==> src/rtl/game_pkg.sv <==
// Shared types and constants for the game flow controller and the
// proximity checks feeding it.
package game_pkg;

    typedef enum logic [2:0] {
        READY,
        PLAY,
        POWER,
        DYING,
        GAMEOVER,
        WIN
    } game_state_t;

    // Bit positions in ghost_near / ghost_enable
    localparam int RED   = 0;
    localparam int GREEN = 1;
    localparam int AQUA  = 2;

    localparam int COLLIDE_R2 = 64;
    localparam int TIMER_W    = 10;

    // Isolates the lowest set bit: first fruit wins when several are near
    function automatic logic [2:0] lowest_bit(input logic [2:0] v);
        return v & (~v + 3'd1);
    endfunction

endpackage

==> src/rtl/frame_timer.sv <==
// Loadable frame down-counter shared by the READY, DYING and POWER phases.
// Saturates at zero so an idle timer never wraps.
module frame_timer
    import game_pkg::*;
#(
    parameter int RESET_VALUE = 0
) (
    input  logic               Clk,
    input  logic               Reset,
    input  logic               load,
    input  logic               enable,
    input  logic [TIMER_W-1:0] load_value,
    output logic               zero
);

    logic [TIMER_W-1:0] count;

    always_ff @(posedge Clk) begin
        if (Reset)
            count <= TIMER_W'(RESET_VALUE);
        else if (load)
            count <= load_value;
        else if (enable && count != '0)
            count <= count - TIMER_W'(1);
    end

    assign zero = (count == '0);

endmodule

==> src/rtl/game_flow_fsm.sv <==
// Frame-rate game controller: lives, power mode, fruit/ghost enables and
// the win/lose outcome, all registered on the system clock.
module game_flow_fsm
    import game_pkg::*;
#(
    parameter int LIVES_INIT   = 2,
    parameter int POWER_FRAMES = 600,
    parameter int DYING_FRAMES = 120,
    parameter int READY_FRAMES = 180,
    parameter int WIN_SCORE    = 150,
    parameter int SCORE_W      = 11
) (
    input  logic               Clk,
    input  logic               Reset,
    input  logic               frame_tick,
    input  logic [2:0]         ghost_near,
    input  logic [2:0]         fruit_near,
    input  logic               dots_clear,
    input  logic [SCORE_W-1:0] score,
    output logic [1:0]         lives,
    output logic               reversal,
    output logic [2:0]         ghost_enable,
    output logic [2:0]         fruit_on,
    output logic               freeze,
    output logic               respawn,
    output logic               ghost_eaten,
    output logic               death,
    output logic               victory
);

    localparam logic [TIMER_W-1:0] READY_LOAD = TIMER_W'(READY_FRAMES - 1);
    localparam logic [TIMER_W-1:0] DYING_LOAD = TIMER_W'(DYING_FRAMES - 1);
    localparam logic [TIMER_W-1:0] POWER_LOAD = TIMER_W'(POWER_FRAMES - 1);

    game_state_t        state, state_d;
    logic [1:0]         lives_d;
    logic [2:0]         ghost_enable_d, fruit_on_d;
    logic               respawn_d, ghost_eaten_d;
    logic               timer_load, timer_zero;
    logic [TIMER_W-1:0] timer_load_value;

    logic       win_now;
    logic [2:0] live_hits, fruit_pick;

    assign win_now    = dots_clear || (score >= SCORE_W'(WIN_SCORE));
    assign live_hits  = ghost_near & ghost_enable;
    assign fruit_pick = lowest_bit(fruit_near & fruit_on);

    frame_timer #(
        .RESET_VALUE(READY_FRAMES - 1)
    ) u_frame_timer (
        .Clk       (Clk),
        .Reset     (Reset),
        .load      (timer_load),
        .enable    (frame_tick),
        .load_value(timer_load_value),
        .zero      (timer_zero)
    );

    always_comb begin
        state_d          = state;
        lives_d          = lives;
        ghost_enable_d   = ghost_enable;
        fruit_on_d       = fruit_on;
        respawn_d        = 1'b0;
        ghost_eaten_d    = 1'b0;
        timer_load       = 1'b0;
        timer_load_value = READY_LOAD;

        if (frame_tick) begin
            case (state)
                READY: begin
                    if (timer_zero)
                        state_d = PLAY;
                end
                PLAY: begin
                    if (win_now) begin
                        state_d = WIN;
                    end else if (live_hits != 3'b000) begin
                        state_d          = DYING;
                        timer_load       = 1'b1;
                        timer_load_value = DYING_LOAD;
                    end else if (fruit_pick != 3'b000) begin
                        fruit_on_d       = fruit_on & ~fruit_pick;
                        state_d          = POWER;
                        timer_load       = 1'b1;
                        timer_load_value = POWER_LOAD;
                    end
                end
                POWER: begin
                    if (win_now) begin
                        state_d = WIN;
                    end else begin
                        if (live_hits != 3'b000) begin
                            ghost_enable_d = ghost_enable & ~live_hits;
                            ghost_eaten_d  = 1'b1;
                        end
                        // A fresh fruit extends power mode from this tick
                        if (fruit_pick != 3'b000) begin
                            fruit_on_d       = fruit_on & ~fruit_pick;
                            timer_load       = 1'b1;
                            timer_load_value = POWER_LOAD;
                        end else if (timer_zero) begin
                            state_d        = PLAY;
                            ghost_enable_d = 3'b111;
                        end
                    end
                end
                DYING: begin
                    if (timer_zero) begin
                        if (lives == 2'd0) begin
                            state_d = GAMEOVER;
                        end else begin
                            lives_d          = lives - 2'd1;
                            respawn_d        = 1'b1;
                            ghost_enable_d   = 3'b111;
                            state_d          = READY;
                            timer_load       = 1'b1;
                            timer_load_value = READY_LOAD;
                        end
                    end
                end
                default: ;
            endcase
        end
    end

    // Flags are decoded from the next state so they change with the state
    always_ff @(posedge Clk) begin
        if (Reset) begin
            state        <= READY;
            lives        <= 2'(LIVES_INIT);
            ghost_enable <= 3'b111;
            fruit_on     <= 3'b111;
            respawn      <= 1'b0;
            ghost_eaten  <= 1'b0;
            reversal     <= 1'b0;
            freeze       <= 1'b1;
            death        <= 1'b0;
            victory      <= 1'b0;
        end else begin
            state        <= state_d;
            lives        <= lives_d;
            ghost_enable <= ghost_enable_d;
            fruit_on     <= fruit_on_d;
            respawn      <= respawn_d;
            ghost_eaten  <= ghost_eaten_d;
            reversal     <= (state_d == POWER);
            freeze       <= (state_d == READY) || (state_d == DYING) ||
                            (state_d == GAMEOVER) || (state_d == WIN);
            death        <= (state_d == GAMEOVER);
            victory      <= (state_d == WIN);
        end
    end

endmodule

==> config.mk <==
export PLATFORM = sky130hd
export DESIGN_NAME = game_flow_fsm
export DESIGN_NICKNAME = d
export VERILOG_FILES = /design/src/rtl/game_pkg.sv /design/src/rtl/frame_timer.sv /design/src/rtl/game_flow_fsm.sv
export SDC_FILE = /design/constraint.sdc
export NUM_CORES = 1
export LEC_CHECK = 0
export ABC_AREA = 1
export BUFFER_PORTS_ARGS = -buffer_cell sky130_fd_sc_hd__buf_2
export CORE_MARGIN = 2
export CORE_UTILIZATION = 58
export CTS_CLUSTER_SIZE = 14
export DETAILED_ROUTE_END_ITERATION = 8
export GPL_TIMING_DRIVEN = 0
export PLACE_DENSITY = 0.89
export RECOVER_POWER = 25
export SLEW_MARGIN = 20
export SYNTH_ARGS = -nofsm -noshare
export SYNTH_HDL_FRONTEND = slang
export SYNTH_SLANG_ARGS = --single-unit
==> constraint.sdc <==
create_clock -name Clk -period 3.2 [get_ports Clk]
set_input_delay 0.48 -clock Clk [delete_from_list [all_inputs] [get_ports Clk]]
set_output_delay 0.48 -clock Clk [all_outputs]
set_load 0.05 [all_outputs]
# --- After elaboration in Yosys (flattened, before gate mapping) ---
# Index checks and enable logic that the tools add are counted.
totals:
  ff_bits: 27
  output_inout_bits: 14
  word_cells: 98
classes:
  add_sub_neg: 3
  n_lt_le_gt_ge: 1
  n_eq_ne: 12
  n_mux: 39
  bitwise_logic: 12
  n_reduce_logical: 20
ops:
  columns: ["operator", "count"]
  rows:
  - ["two-way mux 10 bit", 7]
  - ["two-way mux 3 bit", 19]
  - ["case mux 10 bit (2 select lines)", 1]
  - ["AND 3 bit", 5]
  - ["equality test 3 x 2 -> 1 bit, second input constant", 4]
  - ["case mux 3 bit (2 select lines)", 2]
  - ["case mux 3 bit (4 select lines)", 1]
  - ["greater-or-equal comparator 11 x 8 -> 1 bit, second input constant", 1]
  - ["logical NOT 10 bit", 1]
  - ["inequality test 2 bit, second input constant", 5]
  - ["AND reduction 5 bit", 2]
  - ["nonzero test 10 bit", 1]
  - ["subtractor 10 x 1 -> 10 bit, second input constant", 1]
  - ["NOT 3 bit", 3]
  - ["two-way mux 1 bit", 8]
  - ["equality test 3 bit, second input constant", 2]
  - ["logical NOT 3 bit", 2]
  - ["nonzero test 2 bit", 3]
  - ["nonzero test 3 bit", 2]
  - ["logical OR 1 bit", 4]
  - ["NOT 1 bit", 4]
  - ["AND reduction 4 bit", 1]
  - ["OR reduction 4 bit", 1]
  - ["adder 3 x 1 -> 3 bit, second input constant", 1]
  - ["6 further kinds", 6]

# --- Longest topological paths before layout ---
# Gate-level depths: netlist of the first run.
depth:
  depth_word: 14
  ltp_mapped: 13
  ltp_nobuf: 13

# --- Hierarchy ---
# Synthesis of the first run repeated with hierarchy kept, for this count alone.
unflattened:
  cells_unflattened: 265
  area_unflattened_um2: 1724.2
modules_own_cells:
  columns: ["module", "instances", "cells_per_inst", "area_per_inst_um2", "seq_area_each_um2"]
  rows:
  - ["game_flow_fsm", 1, 151, 1007.2, 340.3]
  - ["frame_timer", 1, 114, 716.9, 200.2]

# --- Least setup slack after synthesis of the first run ---
# No wires, ideal clock.
synth_timing:
  kind: "register to register"
  from: "register fruit_on[0]"
  to: "register u_frame_timer.count[5]"
  setup_time_ps: 134
  t_arrival_ps: 1608
  path_slack_ps: 1458
  path_stages_with_launch: 11
  synth_period_minus_slack_ps: 1742
  cell_sequence: "dfxtp_1 -> nand2_1 -> nand3_2 -> nor2_1 -> nor2_1 -> nand3_1 -> nand3_2 -> nand2_4 -> buf_6 -> nand3_1 -> nand3_1"
synth_between:
  elab_chain_cells: 11
synth_lines:
  columns: ["element", "line", "rtl"]
  rows:
  - ["start: declaration", "game_flow_fsm.sv:23", "output logic [2:0] fruit_on,"]
  - ["start signal: assignment", "game_flow_fsm.sv:145", "fruit_on <= fruit_on_d;"]
  - ["AND 3 bit *", "game_flow_fsm.sv:47", "assign fruit_pick = lowest_bit(fruit_near & fruit_on);"]
  - ["NOT 3 bit", "game_pkg.sv:24", "return v & (~v + 3'd1);"]
  - ["adder 3 x 1 -> 3 bit", "game_pkg.sv:24", null]
  - ["AND 3 bit *", "game_pkg.sv:24", null]
  - ["nonzero test 3 bit *", "game_flow_fsm.sv:83, game_flow_fsm.sv:99", null]
  - ["two-way mux 1 bit or two-way mux 10 bit (tied branches)", "game_flow_fsm.sv:83, game_flow_fsm.sv:99", null]
  - ["two-way mux 1 bit or two-way mux 10 bit (tied branches)", "game_flow_fsm.sv:79", "end else if (live_hits != 3'b000) begin"]
  - ["two-way mux 1 bit or two-way mux 10 bit (tied branches)", "game_flow_fsm.sv:77", "if (win_now) begin"]
  - ["case mux 1 bit (3 select lines) or case mux 10 bit (2 select lines) (tied branches)", "game_flow_fsm.sv:71", "case (state)"]
  - ["two-way mux 1 bit or two-way mux 10 bit (tied branches)", "game_flow_fsm.sv:70", "if (frame_tick) begin"]
  - ["two-way mux 10 bit or nonzero test 2 bit (tied branches)", null, null]
  - ["end signal: assignment", "frame_timer.sv:20", "count <= TIMER_W'(RESET_VALUE);"]
  - ["end signal: assignment", "frame_timer.sv:22", "count <= load_value;"]
  - ["end signal: assignment", "frame_timer.sv:24", "count <= count - TIMER_W'(1);"]
  - ["end: declaration", "frame_timer.sv:16", "logic [TIMER_W-1:0] count;"]
# Mark *: on every way between the ends. The rest lies on a longest branch, timed or not.
# A chain may end at the register's enable or synchronous reset.

# --- Worst setup path in the final report of the first run ---
layout_timing:
  from: "register state[1]"
  to: "register freeze"
layout_between:
  elab_chain_cells: 9
layout_lines:
  columns: ["element", "line", "rtl"]
  rows:
  - ["start: declaration", "game_flow_fsm.sv:35", "game_state_t state, state_d;"]
  - ["start signal: assignment", "game_flow_fsm.sv:142", "state <= state_d;"]
  - ["two-way mux 3 bit (on tied branches)", "game_flow_fsm.sv:73, game_flow_fsm.sv:103, game_flow_fsm.sv:83", null]
  - ["two-way mux 3 bit (on tied branches)", "game_flow_fsm.sv:99, game_flow_fsm.sv:79", null]
  - ["two-way mux 3 bit (on tied branches)", "game_flow_fsm.sv:91, game_flow_fsm.sv:77", null]
  - ["case mux 3 bit (4 select lines)", "game_flow_fsm.sv:71", null]
  - ["two-way mux 3 bit *", "game_flow_fsm.sv:70", null]
  - ["equality test 3 x 2 -> 1 bit or logical NOT 3 bit (tied branches)", "game_flow_fsm.sv:149", "freeze <= (state_d == READY) || (state_d == DYING) ||"]
  - ["logical OR 1 bit (2 in a row)", "game_flow_fsm.sv:149", null]
  - ["logical OR 1 bit *", "game_flow_fsm.sv:150", "(state_d == GAMEOVER) || (state_d == WIN);"]
  - ["end signal: assignment", "game_flow_fsm.sv:149", null]
  - ["end: declaration", "game_flow_fsm.sv:24", "output logic freeze,"]
# Marked as above.

==> results of run 1 <==
-- Yosys cell counts, types with 3 or more instances --
cell	number	share of area (%)
o21ai_0	8	2.5
nand3_2	4	2.5
inv_1	20	4.6
nor2_2	5	1.9
nand4_1	6	2.3
nand3b_1	3	1.4
nor2_1	36	8.3
ha_1	3	2.3
nand3_1	25	7.7
nor3_1	7	2.1
xor2_1	5	2.7
nor2_4	3	2.1
inv_2	4	0.92
nand2_2	4	1.5
a21oi_1	4	1.2
dfxtp_1	27	33
nand2_1	55	13
-- cell type report --
| cell class | instances | area (sq um) | area share, % |
|---|---|---|---|
| buffer | 4 | 23.8 | 1.30 |
| clock buffer | 4 | 26.3 | 1.44 |
| inverter | 24 | 90.1 | 4.92 |
| multi-input combinational | 183 | 967 | 52.8 |
| sequential | 27 | 541 | 29.5 |
| tap | 31 | 38.8 | 2.12 |
| timing repair buffer | 31 | 144 | 7.86 |
-- where the power goes --
part,total [uW],internal (uW),switching [uW],leakage (uW)
combinational,180,60.3,120,0.000648
clock,148,49.0,98.6,0.0000150
sequential,371,355,16.1,0.000221
-- path summary, 6_finish.rpt --
kind,startpoint,endpoint,depth (start not counted)
worst max register to register,state[1],freeze,10
worst min register to register,fruit_on[0],fruit_on[0],2
worst min-delay path,ghost_near[1],ghost_enable[1],4
worst max-delay path,state[1],freeze,10
-- cell families (layout without fill, tap and decap cells) --
family | count (synthesis) | in the layout | synth area share, %
DFF | 27 | 27 | 33.1
buffers and inverters | 28 | 63 | 6.97
adders and majority gates | 3 | 3 | 2.30
and+or+nand+nor | 153 | 153 | 46.1
xor gates and xnor gates | 7 | 7 | 3.75
AOI/OAI and AO/OA | 20 | 20 | 7.82
-- stage by stage --
| step | worst slack, ns | hold WS [ns] | utilization, % | instance area (sq um) | power, uW |
|---|---|---|---|---|---|
| finish | 1.25 | 0.413 | 67.5 | 1830 | 698 |
| global placement | 1.34 | 0.457 | 67.4 | 1830 | 557 |
| detailed placement | 1.31 | 0.464 | 67.4 | 1830 | 561 |
| CTS | 1.38 | 0.411 | 68.4 | 1850 | 709 |
| floorplan | 1.46 | 0.465 | - | 1630 | 519 |
| global route | 1.14 | 0.416 | 67.5 | 1830 | 739 |
-- routing by layer --
metal,routed length [um],up-vias,GRT usage [%]
met2,1500,41,37.6
li1,-,850,-
met3,169,5,2.04
met1,1560,705,30.0
met4,57,0,7.97
met5,0,-,0
-- state kept, by name, summed over array words and instances (netlist names) --
name,cells
u_frame_timer.count,10
freeze,1
death,1
lives,2
respawn,1
reversal,1
fruit_on,3
ghost_enable,3
state,3
victory,1
ghost_eaten,1
-- worst min-delay path, cell delays in order --
cell	delay [ns]
buf_2	0.08
nand2_1	0.04
nand2_1	0.05
nand3_1	0.05
==> metrics, run 1 <==
status=finished, final reports clean; wire per inst=10.8 um; die area=3260 sq um; Iter 0 DRT Violations=43; fin crit period=1.95 ns; Hold Path Class=input port to flip-flop; Core ar.=2710 sq um; Finished Layout Cells=304; Layout area overhead=12.1%; WL final=3.29 mm; Slew Viols, Final=0; row cnt=19; total grt overflow=0; Worst setup EP type=flip-flop; startpoint types=flip-flop; Post-Place Cells=300; overall routing resource usage=22.3%; CTS buffer count=3; # hold bufs at CTS=0; Root Buffer=clkbuf_4; max_cap viols=0; Peak VDD IR=322 uV; vias in the first global route=1,405; slowest stage delay, CP=0.51 ns; Syn Inst Count=238; H-tree Lvls=1; RSZ-0062 raised after global routing=false; CP Class=flip-flop to flip-flop; syn nets=262; FF+latch count, synth=27; Post-synth EDFFs=0; clock tree sinks=27; clock latency on the worst-skew pair=0.33 ns; Synth warnings=0; Final Cycle Share=60.9%; # setup viols final=0; TritonCTS clock tree=yes; Power Density=381 nW/um^2; number of I/O port buffers=31; synthesized area per cell=6.86 sq um; Leakage=0.000884 uW; CP Data Required Time=3.48 ns; CP Buf/Inv Count=2; Die Ht=57.1 um; first-pass GRT wire length=5.89 mm; fin nets=298; Initial Util=60.2%; Setup TNS Final=0 ns; commonest cells after routing, fill and taps aside=nand2_1, nor2_1, dfxtp_1; Setup Buffers After CTS=0; antenna cells=0; dpl hpwl=2.54 mm; critical-path cell list=inv_2 -> nor3_1 -> inv_2 -> nand2_1 -> nand3_1 -> nor2_2 -> nor2_1 -> nor2_2 -> nand2_1 -> nand3_1; crit path DAT=2.23 ns; Routed Antenna Nets=0; FFs w/ async S/R, synth=0%; DR pass1 iterations=4; Die X=57.1 um; layout cells sized above 1=19.4%; DR vias=1,601; clk slew on worst S/H paths=0.14 ns; CP top delay family=simple AND/OR/NAND/NOR gates; # IOs=35; Slowest-stage cell, CP=nor3_1; Netlist cell types=32; Fmax=0.513 GHz; antenna violations before repair=0; CTS max path bufs=2; largest net degree at the start of global routing=15; most common flop cell mapped by yosys=dfxtp_1; DRC viols=0; post-CTS sizing=0; clock skew=0.0124 ns; commonest non-fill, non-tap cell in the layout=nand2_1; Mapped Area=1630 sq um; R2R Setup Slk=1.25 ns; Crit Path Max Fanout=4; Vias/cell=5.27; Worst-Margin Slew=0.647 ns; Final GP Congestion=0.910; fillcell total=256; post-synthesis sequential area ratio=33.1%; Hold Violations, Final=0; relative slew slack=56.5%
Power figures use the tool's default switching activity.
==> run 2, diff against run 1 <==
- CORE_UTILIZATION: 58 -> 49
- PLACE_DENSITY: 0.89 -> 0.81
- clock period: 3.2 -> 1.7 ns (I/O delays scaled with it)
==> run 2 against run 1 <==
Power grew 99%. The flow now finishes with violations (setup timing). Clock-buffer cell count unchanged. Sequential power increased by 90%. Design area increased by 11%.
==> metrics, run 2 (synthesis gave the netlist of run 1 again) <==
Fmax=0.588 GHz (+15%); most flop-heavy register=u_frame_timer.count; Slew Viols, Final=0 (unchanged); worst r2r dst=freeze; most frequent CP cell=nand2_1; Routed Antenna Nets=0 (unchanged); total grt overflow=0 (unchanged); clock tree sinks=27 (unchanged); fin nets=306 (+2.7%); Critical path origin=u_frame_timer.count[0]; RSZ-0062 raised after global routing=true; critical-path cell list=inv_2 -> ha_4 -> inv_2 -> nor3_4 -> nand3_2 -> nand2_2 -> nand2_1 -> nor2_1 -> nand2_1 -> nand2_4 -> nor2_2 -> nand2_1 -> nand3_1; # setup viols final=1 (+1); Setup TNS Final=-0.000773 ns (-0.000773 ns); R2R Setup Slk=-0.0008 ns (-1.25 ns); overall routing resource usage=22.1% (-0.26 points); Core ar.=3100 sq um (+14%); largest net degree at the start of global routing=15 (unchanged); FF-to-FF path depth=13 (+3); relative slew slack=68.1% (+12 points); clock latency on the worst-skew pair=0.33 ns (about the same); layout cells sized above 1=33.8% (+14 points); CP Class=flip-flop to flip-flop; # IOs=35 (unchanged); post-layout worst setup margin=-0.000773 ns (-1.25 ns); antenna cells=0 (unchanged); Layout area overhead=24.7%; slowest stage delay, CP=0.34 ns (-0.17 ns); failing checks=setup timing; max_cap viols=0 (unchanged); sequential cell area=551 sq um (+1.9%); Final GP Congestion=0.822 (-9.7%); CTS buffer count=3 (unchanged); dpl hpwl=2.75 mm (+8.2%); fin crit period=1.70 ns (-0.247 ns); Worst setup EP type=flip-flop; wire per inst=12.3 um (+14%); total power=1390 uW (+99%); clk slew on worst S/H paths=0.15 ns (about the same); H-tree Lvls=1 (unchanged); die area=3810 sq um (+17%); Hold Path Class=input port to flip-flop; Leakage=0.000963 uW (+9.0%); TritonCTS clock tree=yes; FF-to-FF Start=u_frame_timer.count[0]; Die Ht=61.7 um (+8.2%); vias in the first global route=1,543 (+9.8%); Crit Path Max Fanout=6 (+2); Vias/cell=5.24 (-0.50%); number of I/O port buffers=31 (unchanged); CP Data Required Time=1.92 ns (-1.56 ns); first-pass GRT wire length=6.31 mm (+7.0%); startpoint types=flip-flop; row cnt=20 (+1); M1 GR Usage=27.5% (-2.4 points); commonest cells after routing, fill and taps aside=nand2_1, nor2_1, buf_2; Peak VDD IR=430 uV (+33%); Worst-Margin Slew=0.478 ns (-0.169 ns); status=finished, violations left; max reg flops=10 (unchanged); multi-input logic area=1070 sq um (+11%); DR pass1 iterations=4 (unchanged); Initial Util=52.6% (-7.6 points); gr busiest metal=met2; met3 Track Usage GR=3.73% (+1.7 points); clock skew=0.0119 ns (-0.000551 ns); crit path DAT=1.92 ns (-0.31 ns); CTS max path bufs=2 (unchanged); Final Cycle Share=100% (+39 points); DR vias=1,703 (+6.4%); met2 usage=37.3% (-0.31 points); commonest non-fill, non-tap cell in the layout=nand2_1; Die X=61.7 um (+8.2%); Power Density=684 nW/um^2 (+79%); WL final=4.00 mm (+22%); Root Buffer=clkbuf_4; CP Capture Point=freeze; Slowest-stage cell, CP=dfxtp_2; fillcell total=290 (+13%); Hold Violations, Final=0 (unchanged); antenna violations before repair=0 (unchanged); DRC viols=0 (unchanged); Iter 0 DRT Violations=78 (+81%)
run 2: cell count changes in the layout (fill, tap and decap cells not counted), sizes merged:
| cell | delta |
|---|---|
| clkbuf | -9 |
| buf | +17 |
run 2: where the power goes:
part           internal, uW  switching, uW  leakage, uW
registers               670           35.9     0.000221
clock network          92.0            189    0.0000150
logic                   147            259     0.000727
total                   908            484     0.000963
run 2: critical path: cells and delay by family, from the launching register on:
| family | cells | cell delay [ns] |
|---|---|---|
| fa+ha+maj | 1 | 0.15 |
| simple gates | 10 | 0.99 |
| flops | 1 | 0.34 |
| buf+inv | 2 | 0.12 |
run 2: through the flow:
| step | area [sq um] | std cells | hold WS (ns) | worst slack [ns] | util (%) |
|---|---|---|---|---|---|
| finish | 2040 | 325 | 0.185 | -0.000773 | 65.6 |
| floorplan | 1640 | 238 | 0.415 | 0.00259 | - |
| global route | 2040 | 325 | 0.200 | -0.143 | 65.6 |
| CTS | 1900 | 319 | 0.184 | 0.0119 | 61.3 |
| detailed placement | 1850 | 313 | 0.462 | -0.129 | 59.5 |
| global placement | 1850 | 313 | 0.454 | -0.0929 | 59.5 |
run 2: final cells by class:
type                       instances  area share (%)
buffer                             4            1.17
clock buffer                       4            1.29
inverter                          24            4.43
multi-input combinational        183            52.8
sequential                        27            27.0
tap                               44            2.70
timing repair buffer              39            10.6
run 2: how the worst min path moves through the flow:
stage,start,endpoint,depth (start not counted)
CTS,ghost_near[1],ghost_enable[1],4
floorplan,ghost_near[0],ghost_enable[0],3
finish,ghost_near[1],ghost_enable[1],4
global route,ghost_near[0],ghost_enable[0],4
global placement,fruit_on[0],fruit_on[0],2
detailed placement,fruit_on[0],fruit_on[0],2
run 2: layer usage:
layer  share of wire, %  vias up
met4                2.6        0
met2                 48       60
li1                   -      854
met3                5.2       12
met5                  0        -
met1                 45      777
run 2: what timing repair did:
| action | 4_1_cts | 5_1_grt |
|---|---|---|
| gates resized for setup | 4 | 26 |
| hold buffers | 0 | 0 |
| pin swaps | 2 | 14 |
| setup endpoints to repair | 17 | 18 |
| setup buffers | 2 | 6 |
